File: src/rtl/des_key_schedule.sv
// des_key_schedule: sequential DES key schedule emitting one pre-PC-2 round key (C||D) per handshake
//    clk, rst        : clock, asynchronous active-high reset
//    start, decrypt  : load request (honoured only in IDLE) and round-order select (1 = decrypt)
//    key             : 64-bit DES key, bit 1 = MSB, parity bits 8,16,...,64 ignored
//    busy, out_valid : schedule in progress / pc2_key and round_num hold a valid round key
//    out_ready       : consumer accepts the current round key
//    pc2_key         : C (bits 1-28) || D (bits 29-56), feeds the PC-2 stage
//    round_num       : round index 0..15 in issue order
//    done            : one-cycle pulse after the 16th key is accepted
module des_key_schedule (
   input  logic        clk,
   input  logic        rst,
   input  logic        start,
   input  logic        decrypt,
   input  logic [1:64] key,
   output logic        busy,
   output logic        out_valid,
   input  logic        out_ready,
   output logic [1:56] pc2_key,
   output logic [3:0]  round_num,
   output logic        done
);
   typedef enum logic {IDLE, RUN} state_t;
   localparam int PC1 [56] = '{
      57, 49, 41, 33, 25, 17,  9,  1, 58, 50, 42, 34, 26, 18,
      10,  2, 59, 51, 43, 35, 27, 19, 11,  3, 60, 52, 44, 36,
      63, 55, 47, 39, 31, 23, 15,  7, 62, 54, 46, 38, 30, 22,
      14,  6, 61, 53, 45, 37, 29, 21, 13,  5, 28, 20, 12,  4};
   state_t      state, state_n;
   logic        dec, dec_n, done_n, two;
   logic [1:28] c, d, c_n, d_n, pc1_c, pc1_d;
   logic [3:0]  round_n;
   logic [4:0]  idx;

   function automatic logic [1:28] rotl(input logic [1:28] x, input logic by2);
      return by2 ? {x[3:28], x[1:2]} : {x[2:28], x[1]};
   endfunction

   function automatic logic [1:28] rotr(input logic [1:28] x, input logic by2);
      return by2 ? {x[27:28], x[1:26]} : {x[28], x[1:27]};
   endfunction

   always_comb begin
      for (int i = 0; i < 28; i++) begin
         pc1_c[i+1] = key[PC1[i]];
         pc1_d[i+1] = key[PC1[i+28]];
      end
   end

   // Schedule index of the rotation that produces the next round:
   // encrypt walks s2..s16, decrypt walks s16 down to s2.
   assign idx = dec ? 5'd16 - {1'b0, round_num} : {1'b0, round_num} + 5'd2;
   assign two = !(idx == 5'd1 || idx == 5'd2 || idx == 5'd9 || idx == 5'd16);

   assign busy      = (state == RUN);
   assign out_valid = (state == RUN);
   assign pc2_key   = {c, d};

   always_comb begin
      state_n = state;
      dec_n   = dec;
      c_n     = c;
      d_n     = d;
      round_n = round_num;
      done_n  = 1'b0;
      if (state == IDLE) begin
         if (start) begin
            state_n = RUN;
            dec_n   = decrypt;
            round_n = '0;
            // Encrypt presents C1||D1 first (pre-rotated by s1 = 1); decrypt presents C0||D0.
            c_n     = decrypt ? pc1_c : rotl(pc1_c, 1'b0);
            d_n     = decrypt ? pc1_d : rotl(pc1_d, 1'b0);
         end
      end else if (out_ready) begin
         if (round_num == 4'd15) begin
            state_n = IDLE;
            done_n  = 1'b1;
         end else begin
            round_n = round_num + 4'd1;
            c_n     = dec ? rotr(c, two) : rotl(c, two);
            d_n     = dec ? rotr(d, two) : rotl(d, two);
         end
      end
   end

   always_ff @(posedge clk or posedge rst) begin
      if (rst) begin
         state     <= IDLE;
         dec       <= 1'b0;
         c         <= '0;
         d         <= '0;
         round_num <= '0;
         done      <= 1'b0;
      end else begin
         state     <= state_n;
         dec       <= dec_n;
         c         <= c_n;
         d         <= d_n;
         round_num <= round_n;
         done      <= done_n;
      end
   end
endmodule

File: config.mk
export PLATFORM = sky130hd
export DESIGN_NAME = des_key_schedule
export DESIGN_NICKNAME = d
export VERILOG_FILES = /design/src/rtl/des_key_schedule.sv
export SDC_FILE = /design/constraint.sdc
export NUM_CORES = 1
export LEC_CHECK = 0
export ABC_AREA = 1
export CORE_ASPECT_RATIO = 0.75
export CORE_UTILIZATION = 40
export DETAILED_ROUTE_END_ITERATION = 12
export PLACE_DENSITY = 0.7
export SYNTH_ARGS = -nofsm -noshare
export SYNTH_HDL_FRONTEND = slang
export SYNTH_SLANG_ARGS = --single-unit
File: constraint.sdc
create_clock -name clk -period 1.8 [get_ports clk]
set_input_delay 0.36 -clock clk [delete_from_list [all_inputs] [get_ports clk]]
set_output_delay 0.36 -clock clk [all_outputs]
set_load 0.005 [all_outputs]
; ---- After elaboration in Yosys (flattened, before gate mapping)
; Cells that the tools add are included.
[totals]
out_inout_bits = 63
regBits = 63
[op_classes]
add_sub_neg = 3
bitwise_logic = 1
n_mux = 28
n_reduce_logical = 6
n_eq_ne = 7
[op_table]
columns = op, count
row1 = two-way mux 28 bit, 16
row2 = two-way mux 4 bit, 4
row3 = two-way mux 1 bit, 7
row4 = "adder 4 x 2 -> 5 bit, second input constant", 1
row5 = "equality test 5 x 1 -> 1 bit, second input constant", 1
row6 = "equality test 5 x 2 -> 1 bit, second input constant", 1
row7 = "equality test 5 x 4 -> 1 bit, second input constant", 1
row8 = "equality test 5 bit, second input constant", 1
row9 = two-way mux 5 bit, 1
row10 = "subtractor 5 x 4 -> 5 bit, first input constant", 1
row11 = "adder 4 x 1 -> 4 bit, second input constant", 1
row12 = "equality test 4 bit, second input constant", 1
row13 = "!= test 2 bit, second input constant", 2
row14 = logical OR 1 bit, 3
row15 = AND reduction 3 bit, 1
row16 = AND reduction 2 bit, 1
row17 = nonzero test 2 bit, 1
row18 = NOT 1 bit, 1

; ---- Logic depth before layout (Yosys ltp)
; Gate-level depths: netlist of run 1.
[logic_depth]
depth_word = 11
ltp_mapped = 13
ltp_nobuf = 11

; ---- Worst setup path before layout of run 1
; OpenSTA, ideal clock, no wires.
[synth_timing]
kind = reg-to-reg
startpoint = reg round_num[0]
endpoint = reg c[12] in the netlist's numbering
stages_incl_launch_ff = 12
required_ns = 1.723
t_arrival_ns = 1.888
path_slack_ns = -0.165
n_path_buf = 2
setup_ns = 0.077
synth_period_minus_slack_ns = 1.965
path_cell_list = dfrtp_1 inv_1 ha_1 o21ai_0 a21oi_1 nand3_2 buf_2 buf_2 nand3_1 nand3_1 nand3_1 a21oi_1
[synth_between]
elab_chain_cells = 11
elab_cells_between_ends = 19
classes_between = add/sub (2) / eq/ne (6) / mux (7) / reduce/logical (4)
[synth_lines]
columns = element, line
row1 = "start, declared", 20  ; output logic [3:0] round_num,
row2 = "start signal, assigned", 100  ; round_num <= round_n;
row3 = subtractor 5 x 4 -> 5 bit or adder 4 x 2 -> 5 bit (tied branches), 52  ; assign idx = dec ? 5'd16 - {1'b0, round_num} : {1'b0, round_num} + 5'd2;
row4 = two-way mux 5 bit, 52
row5 = equality test 5 x 1 -> 1 bit or equality test 5 x 2 -> 1 bit (tied branches), 53  ; assign two = !(idx == 5'd1 || idx == 5'd2 || idx == 5'd9 || idx == 5'd16);
row6 = logical OR 1 bit (3 in series), 53
row7 = two-way mux 28 bit (on tied branches), "36, 40"
row8 = two-way mux 28 bit, 81  ; c_n = dec ? rotr(c, two) : rotl(c, two);
row9 = two-way mux 28 bit, 76  ; if (round_num == 4'd15) begin
row10 = two-way mux 28 bit, 75  ; end else if (out_ready) begin
row11 = two-way mux 28 bit, 66  ; if (state == IDLE) begin
row12 = "end signal, assigned", 98  ; c <= c_n;
row13 = "end, declared", 31  ; logic [1:28] c, d, c_n, d_n, pc1_c, pc1_d;
; Parallel ways exist; a longest one is shown, timed or not. The select of a mux whose other input is x is not followed.
; A chain may end at the register's enable or synchronous reset.

; ---- Final worst setup path of run 1
[layout_timing]
startpoint = reg round_num[1]
endpoint = reg c[25] in the netlist's numbering
; The elaborated chain is that of the path after synthesis.

==> results of run 1 <==
==> registers in the layout, indices dropped and copies added, names as in the netlist <==
signal     count
dec            1
round_num      4
busy           1
done           1
c             28
d             28
==> final cells by class <==
class	instances	area [sq um]	share of cell area, %
Tap cell	166	208	2.85
Clock buffer	14	284	3.90
Clock inverter	2	60.1	0.825
Sequential cell	63	1580	21.8
Inverter	73	278	3.82
Multi-Input combinational cell	660	3170	43.6
Timing Repair Buffer	164	1690	23.3
==> cells in the final DEF, fill, tap and decap left out, drive strengths merged <==
cell,netlist,layout
nand3,176,176
nand2,132,132
clkdlybuf4s50,0,122
a21oi,116,116
o21ai,113,113
nor2,111,111
inv,72,71
dfrtp,63,63
buf,36,41
clkbuf,38,15
o21a,4,4
ha,4,4
xor2,2,2
bufinv,0,2
o211ai,1,1
or2,1,1
clkinv,1,1
clkinvlp,0,1
==> power breakdown <==
group	internal (mW)	leakage, nW	switching (mW)
registers	2.11	0.677	0.938
logic	4.80	2.47	5.56
clock network	1.36	0.169	0.651
==> repair_timing <==
action	in CTS	in global routing
gates cloned	0	1
endpoints found under the setup margin	56	57
pin swaps	1	0
gates resized for setup	19	4
setup buffers	0	0
==> through the flow <==
| stage | TNS (ns) | instances | hold slack, ns | cell area, sq um | total power, mW |
|---|---|---|---|---|---|
| final | -7.23 | 1142 | 0.456 | 7280 | 15.4 |
| after global routing | -16.37 | 1142 | 0.525 | 7280 | 16.9 |
| after CTS | -7.05 | 1141 | 0.483 | 7240 | 15.2 |
| after detailed placement | -11.83 | 1125 | 0.591 | 6820 | 12.8 |
| after global placement | -11.04 | 1125 | 0.591 | 6820 | 12.6 |
| after floorplan | -4.08 | 870 | 0.451 | 5340 | 9.74 |
==> worst min-delay path, stage by stage <==
cell	delay, ns
clkdlybuf4s50_1	0.44
clkinvlp_4	0.09
buf_12	0.29
==> cells by family (layout without fill, tap and decap cells) <==
group	count (synthesis)	count (layout)
buf+inv	147	253
simple gates	420	420
fa+ha+maj	4	4
flops	63	63
xor+xnor	2	2
compound gates	234	234
==> routing by layer <==
metal	wire, microns	up-vias	global-route usage [%]
met2	7200	223	37.3
li1	-	3114	-
met5	0	-	0
met4	94	0	5.19
met1	8680	2922	40.4
met3	1090	10	3.80
==> worst paths after layout <==
| check | start | end | slack (ns) | cells past startpoint |
|---|---|---|---|---|
| setup / recovery | round_num[1] | c[25] | -0.18 | 10 |
| hold / removal | rst | d[10] | 0.46 | 3 |
| setup reg to reg | round_num[1] | c[25] | -0.18 | 10 |
| hold reg to reg | busy | done | 0.60 | 2 |
| max in group asynchronous | rst | c[13] | 1.02 | 3 |
| min in group clk | decrypt | d[16] | 0.48 | 5 |
==> results.cfg, run 1 <==
[run_status]
status = complete, but fails checks
violations = setup timing

[floorplan]
num_rows = 35
ios = 132
initial_core_util_pct = 42.0
die_area_sq_mm = 0.0137
die-width_microns = 135
die_y_microns = 102
core_sq_mm = 0.0126

[timing]
relSlewSlack_pct = 68.6
min_period_ns = 1.98
hold_viol = 0
rsz0062_at_grt = true
fin_crit_sh_pct = 110
skew_ns = 0.00638
slew_violations = 0
setup_viol = 56
max_clock_freq_mhz = 506
tightest_slew_ns = 0.471
setup_ws_ns = -0.176

[logic_synthesis]
ys_ff_latch = 63
synth_top_family_by_area = simple AND/OR/NAND/NOR gates
yosysTopAreaCellShare_pct = 29.9
synthAdderAreaFrac_pct = 0.948
async_reset_ff_share_pct = 100
yosysMostFrequentCell = nand3_1
synth_commonest_cells = nand3_1 (175), nand2_1 (125), a21oi_1 (116), o21ai_0 (112), nor2_1 (111)
post_synth_main_area_contributors = dfrtp_1 (30%), nand3_1 (17%), a21oi_1 (11%), o21ai_0 (11%), nand2_1 (8.9%)
synthSimpleGateAreaFrac_pct = 34.5
muxShareOfSynthArea_pct = 0
synth_xor_area_share_pct = 0.332
ys.warnings.count = 0
synth_compound_area_share_pct = 22.4
synthesis.instances = 870
synth_edf_count = 0
synth_nets = 943
yosysTopAreaCell = dfrtp_1
yosysSeqAreaShare_pct = 29.9
avgSynthCellArea_sq_um = 6.07
ys_types = 21
syn_area_sq_mm = 0.00528
synth-main-ff-cell = dfrtp_1

[detailed_routing]
drt_iter0_drc = 656
wirelength_microns = 17100
vias = 6269
ant_nets = 0
drt_pre_antenna_iters = 5
vias_per_cell = 5.49
drc = 0
wire_per_inst_microns = 14.9

[setup_path]
crit_type = flip-flop to flip-flop
path_cells = inv_2, ha_1, or2_0, a21oi_2, nand2_4, buf_12, o21a_1, nand2_1, nand3_1, a21oi_1
critical_path_buf_inv_count = 2
crit_path_end_kind = flip-flop
cp_slowest_cell = dfrtp_1
arrival_ns = 2.23
max_stage_delay_ns = 0.38
required_ns = 2.06
critPathTopFamily = simple AND/OR/NAND/NOR gates
worstPathMaxFanout = 56
worst_setup_path_start_kind = flip-flop

[power_and_ir_drop]
ir_drop_v = 0.000987
p_per_area_mw_per_mm2 = 2120
leakagePower_nw = 3.32

[cts]
clkTransAtPathRegs_ns = 0.05
clockBufferDepth = 2
clk_latency_ns = 0.33
cts.sinks = 63
numCtsBuffers = 9
root_buffer = clkbuf_16
htree_levels = 3
cts_hold_buf = 0
cts_tree = done

[global_route]
grt_usage_pct = 25.9
grt_pass1_wl_microns = 28600
grt_pass1_vias = 5670
grt_overflow = 0
antenna_found_initial = 0
grt_max_degree = 111

[cells_and_area]
area_growth_pct = 37.9
drive_above_1_share_pct = 9.32
diodes = 0
num-nets-final = 1044
num-fill-cells = 1247
fin_util_pct = 57.9

[place]
dp_slack_ns = -0.271
io_buffers = 123
routabilityCongestion = 0.794
dpl.hpwl_microns = 11400

[hold_path]
hp-class = input pin to async pin

[job]
cap_violations = 0
No activity file was read; power rests on OpenSTA's default activity.
==> run 2, diff against run 1 <==
--- a/config.mk
+++ b/config.mk
@@ -6,10 +6,12 @@
 export NUM_CORES = 1
 export LEC_CHECK = 0
 export ABC_AREA = 1
+export CAP_MARGIN = 15
 export CORE_ASPECT_RATIO = 0.75
 export CORE_UTILIZATION = 40
 export DETAILED_ROUTE_END_ITERATION = 12
-export PLACE_DENSITY = 0.7
+export PLACE_DENSITY_LB_ADDON = 0.25
+export RECOVER_POWER = 25
 export SYNTH_ARGS = -nofsm -noshare
 export SYNTH_HDL_FRONTEND = slang
 export SYNTH_SLANG_ARGS = --single-unit
==> run 2 against run 1 <==
Via count increased by 3.6%. Cell area grew 8.2%. The flow still finishes with violations (setup timing). Sequential share of layout area down 1.6 points. Final cell count up 1.7%. Critical endpoint is now d[26]. Register-to-register slack lost 0.08 ns. Setup slack got worse by 0.079 ns. Maximum frequency down 3.9%. Clock skew is essentially flat. Highest routed layer unchanged.
==> results.cfg, run 2 (same netlist as run 1, synthesis figures left out) <==
[setup_path]
crit-reg2reg-launch = round_num[1]
reg2regPathDepth = 11
worstPathMaxFanout = 12
worst_setup_path_start_kind = flip-flop
critPathTopFamily = simple AND/OR/NAND/NOR gates
r2r-end = d[26]
critical_path_buf_inv_count = 3
arrival_ns = 2.32
critPathMostFrequentCell = a21oi_2
crit_type = flip-flop to flip-flop
rrSetupSlack_ns = -0.26
cp_slowest_cell = dfrtp_1
path_cells = inv_2, ha_4, or2_0, a21oi_2, nand2_4, buf_4, buf_12, o21a_1, nand2_1, nand3_2, a21oi_2
required_ns = 2.07
max_stage_delay_ns = 0.38
crit_path_end_kind = flip-flop

[cells_and_area]
drive_above_1_share_pct = 17.5
final_cell_mix = nand3_1 (150), clkdlybuf4s50_1 (121), nor2_1 (111), o21ai_0 (111), nand2_1 (99)
area_growth_pct = 49.1
fin_cells = 1161
num-nets-final = 1063
diodes = 0
reg.largest.list = c (28), d (28), round_num (4)
layout_commonest_cell = nand3_1

[timing]
fin_crit_sh_pct = 114
hold_viol = 0
relSlewSlack_pct = 37.7
rsz0062_at_grt = true
whs_ns = 0.615
tightest_slew_ns = 0.934
max_clock_freq_mhz = 486
slew_violations = 0
finalSetupTns_ns = -11.05
setup_ws_ns = -0.256
min_period_ns = 2.06
setup_viol = 56
skew_ns = 0.00615

[floorplan]
ios = 132
initial_core_util_pct = 42.0
die-width_microns = 135
die_y_microns = 102
die_area_sq_mm = 0.0137
num_rows = 35
core_sq_mm = 0.0126

[global_route]
grt_pass1_vias = 5604
grt_max_degree = 111
antenna_found_initial = 0
grt_overflow = 0
grt_usage_pct = 25.9
grt_pass1_wl_microns = 28600

[cts]
numCtsBuffers = 9
clk_latency_ns = 0.34
root_buffer = clkbuf_16
cts.sinks = 63
cts_tree = done
cts_hold_buf = 0
clkTransAtPathRegs_ns = 0.06
htree_levels = 3
clockBufferDepth = 2

[detailed_routing]
drt_pre_antenna_iters = 6
wire_per_inst_microns = 16.2
drt_iter0_drc = 665
ant_nets = 0
vias = 6494
drc = 0
wirelength_microns = 18800
vias_per_cell = 5.59

[hold_path]
hold_path_depth = 2
min_to = done
hp-class = flip-flop to flip-flop
hold_path.startpoint = busy

[power_and_ir_drop]
power_mw = 17.5
leakagePower_nw = 3.59
ir_drop_v = 0.000924
p_per_area_mw_per_mm2 = 2220

[place]
io_buffers = 123
routabilityCongestion = 0.838
dp_cells = 1130
dpl.hpwl_microns = 11200

[run_status]
status = complete, but fails checks
violations = setup timing

[job]
cap_violations = 0
[run 2: cell types whose count changed in the layout (fill, tap and decap cells not counted), moves of 11 or more]
| cell | delta |
|---|---|
| nand2_1 | -22 |
| a21oi_1 | -16 |
| a21oi_2 | +16 |
| buf_6 | +11 |
| nand3_1 | -22 |
| nand3_2 | +21 |
| nand2_2 | +19 |
[run 2: worst max-delay path by stage]
stage	from	to	cells past startpoint
finish	round_num[1]	d[26]	11
global route	round_num[2]	c[13]	13
CTS	round_num[1]	d[21]	13
detailed placement	round_num[1]	c[10]	11
global placement	round_num[1]	c[10]	12
floorplan	round_num[2]	c[13]	12
[run 2: timing repair]
| action | 4_1_cts | 5_1_grt |
|---|---|---|
| buffers inserted | 0 | 5 |
| setup endpoints to repair | 56 | 59 |
| gates cloned | 2 | 8 |
| resized for setup | 45 | 64 |
| pin swaps | 7 | 16 |
[run 2: area by class of cell]
class                      count  area [sq um]
clock buffer                  13           270
sequential                    63          1580
clock inverter                 3          40.0
fill                        1135          4690
tap                          166           208
inverter                      73           278
timing repair buffer         183          2040
multi-input combinational    660          3450
[run 2: worst reg2reg max path: stages, from the launching register on]
cell,delay [ns]
dfrtp_1,0.38
inv_2,0.11
ha_4,0.21
or2_0,0.21
a21oi_2,0.17
nand2_4,0.14
buf_4,0.17
buf_12,0.13
o21a_1,0.17
nand2_1,0.08
nand3_2,0.08
a21oi_2,0.15
[run 2: metal layers]
layer	up-vias	global-route usage (%)	routed length (microns)
li1	3149	-	-
met1	3017	40.2	9280
met2	301	36.5	7870
met3	27	4.40	1390
met4	0	6.48	242
met5	-	0	0
[run 2: report_power, final]
group          switching [mW]  leakage [nW]  internal (mW)
Sequential              0.987         0.677           2.11
Combinational            6.48          2.76           6.05
Clock                   0.669         0.156           1.18
[run 2: through the flow]
stage,util [%],instance area (sq um),setup WS (ns)
final,62.6,7870,-0.256
after global routing,62.6,7870,-0.365
after CTS,59.0,7410,-0.200
after detailed placement,54.8,6880,-0.315
after global placement,54.8,6880,-0.203
after floorplan,-,5340,-0.0847
==> run 3, diff against run 2 <==
--- a/config.mk
+++ b/config.mk
@@ -7,8 +7,10 @@
 export LEC_CHECK = 0
 export ABC_AREA = 1
 export CAP_MARGIN = 15
+export CELL_PAD_IN_SITES_DETAIL_PLACEMENT = 1
+export CELL_PAD_IN_SITES_GLOBAL_PLACEMENT = 1
 export CORE_ASPECT_RATIO = 0.75
-export CORE_UTILIZATION = 40
+export CORE_UTILIZATION = 31
 export DETAILED_ROUTE_END_ITERATION = 12
 export PLACE_DENSITY_LB_ADDON = 0.25
 export RECOVER_POWER = 25
==> run 3 against run 2 <==
The flow finishes with violations (DRC, setup timing). Register-to-register slack improved by 0.02 ns. Clock skew rose by 0.0049 ns. Sequential share of layout area rose by 0.50 points. Highest routed layer unchanged. Cell area fell by 2.4%. Power fell by 4.3%. Non-clock buffer count fell by 8. Count of clock-buffer cells in the layout did not move. Hold slack improved by 0.011 ns. Largest cell class unchanged. Final cell count rose by 3.1%. Clock power fell by 13%. Sequential power barely moved. Global-route usage fell by 2.6 points.
==> results.cfg, run 3 (same netlist as run 1, synthesis figures left out) <==
[run_status]
status = complete, but fails checks
violations = DRC, setup timing

[timing]
fin_crit_sh_pct = 113
setup_ws_ns = -0.237
finalSetupTns_ns = -10.80
tightest_slew_ns = 0.965
rsz0062_at_grt = true
max_clock_freq_mhz = 491
min_period_ns = 2.04
relSlewSlack_pct = 35.7
hold_viol = 0
skew_ns = 0.0111
slew_violations = 0
setup_viol = 56

[detailed_routing]
vias_per_cell = 5.37
wire_per_inst_microns = 17.4
ant_nets = 0
vias = 6422
drt_pre_antenna_iters = 9
drc = 8
drt_iter0_drc = 400
wirelength_microns = 20900

[floorplan]
die-width_microns = 153
core_sq_mm = 0.0163
die_y_microns = 115
initial_core_util_pct = 32.4
die_area_sq_mm = 0.0176
ios = 132
num_rows = 40

[power_and_ir_drop]
ir_drop_v = 0.000942
leakagePower_nw = 3.44
power_mw = 16.7
p_per_area_mw_per_mm2 = 2180

[place]
dpl.hpwl_microns = 12700
routabilityCongestion = 0.767
dp_slack_ns = -0.242
io_buffers = 123

[cts]
numCtsBuffers = 9
root_buffer = clkbuf_16
htree_levels = 3
clkTransAtPathRegs_ns = 0.06
cts.sinks = 63
clk_latency_ns = 0.34
cts_tree = done
cts_hold_buf = 0
clockBufferDepth = 2

[setup_path]
worstPathMaxFanout = 12
crit_path_end_kind = flip-flop
crit_start = round_num[1]
arrival_ns = 2.29
path_cells = inv_2, ha_4, o21ai_1, nand2_1, nand2_2, nand3_4, nand2_4, clkbuf_16, nand2_1, nand3_1, nand3_1, a21oi_1
critical_path_buf_inv_count = 2
rrSetupSlack_ns = -0.24
cp_slowest_cell = dfrtp_1
crit-reg2reg-launch = round_num[1]
worst_setup_path_start_kind = flip-flop
required_ns = 2.05
max_stage_delay_ns = 0.40
crit_type = flip-flop to flip-flop
critPathTopFamily = simple AND/OR/NAND/NOR gates

[global_route]
grt_usage_pct = 23.3
antenna_found_initial = 0
grt_overflow = 0
grt_pass1_wl_microns = 33200
grt_max_degree = 111
grt_pass1_vias = 6279

[hold_path]
hp-class = flip-flop to flip-flop
hold_path.startpoint = c[18]

[cells_and_area]
drive_above_1_share_pct = 13.5
reg.largest.list = c (28), d (28), round_num (4)
seq_area_sq_mm = 0.00158
final_cell_mix = nand3_1 (168), clkdlybuf4s50_1 (121), nand2_1 (115), nor2_1 (111), o21ai_0 (111)
num-nets-final = 1056
num-fill-cells = 2088
multiInputGateArea_sq_mm = 0.00335
diodes = 0
area_growth_pct = 45.5
layout_commonest_cell = nand3_1

[job]
cap_violations = 0
==> run 3: changes by cell type in the layout (fill, tap and decap cells not counted), moves of 6 or more <==
cell,before,now
nand2_1,99,115
nand3_2,24,5
buf_6,12,3
nand3_1,150,168
a21oi_1,90,84
nand2_2,27,14
==> run 3: timing repair <==
item | CTS | global route
buffers inserted | 1 | 5
pin swaps | 5 | 2
resized for setup | 52 | 12
setup endpoints to repair | 57 | 59
gates cloned | 2 | 5
==> run 3: tightest hold or removal path, cell delays in order, from the launching register on <==
cell and delay (ns):
dfrtp_1 0.42, nor2_1 0.12, a21oi_1 0.04
==> run 3: area by class of cell <==
cell class                 instances  share of cell area (%)
multi-input combinational        661                    43.5
timing repair buffer             175                    25.4
sequential                        63                    20.6
inverter                          73                    3.62
tap                              210                    3.42
clock buffer                      13                    3.26
clock inverter                     2                   0.130
==> run 3: final timing paths <==
check / endpoint / cells past startpoint
worst max-delay path: d[3] / 12
worst min-delay path: c[18] / 2
worst max register to register: d[3] / 12
worst min register to register: c[18] / 2
max in group asynchronous: dec / 3
min in group asynchronous: d[11] / 3
==> run 3: stage by stage <==
step                instances  hold slack, ns  area [sq um]  utilization (%)
floorplan                 870           0.451          5340                -
global placement         1169           0.601          6980             42.8
detailed placement       1169           0.611          6980             42.8
CTS                      1187           0.483          7490             45.9
global route             1197           0.653          7680             47.1
finish                   1197           0.626          7680             47.1
==> run 3: report_power, final <==
| part | internal [mW] | switching, mW |
|---|---|---|
| Combinational | 5.70 | 6.30 |
| Sequential | 2.11 | 1.02 |
| Clock | 0.959 | 0.647 |
| Total | 8.77 | 7.97 |
==> run 3: metal layers <==
| layer | global-route usage [%] | wire [microns] |
|---|---|---|
| met5 | 0 | 0 |
| met4 | 4.38 | 107 |
| met2 | 35.4 | 8940 |
| met1 | 34.7 | 10900 |
| met3 | 3.73 | 932 |
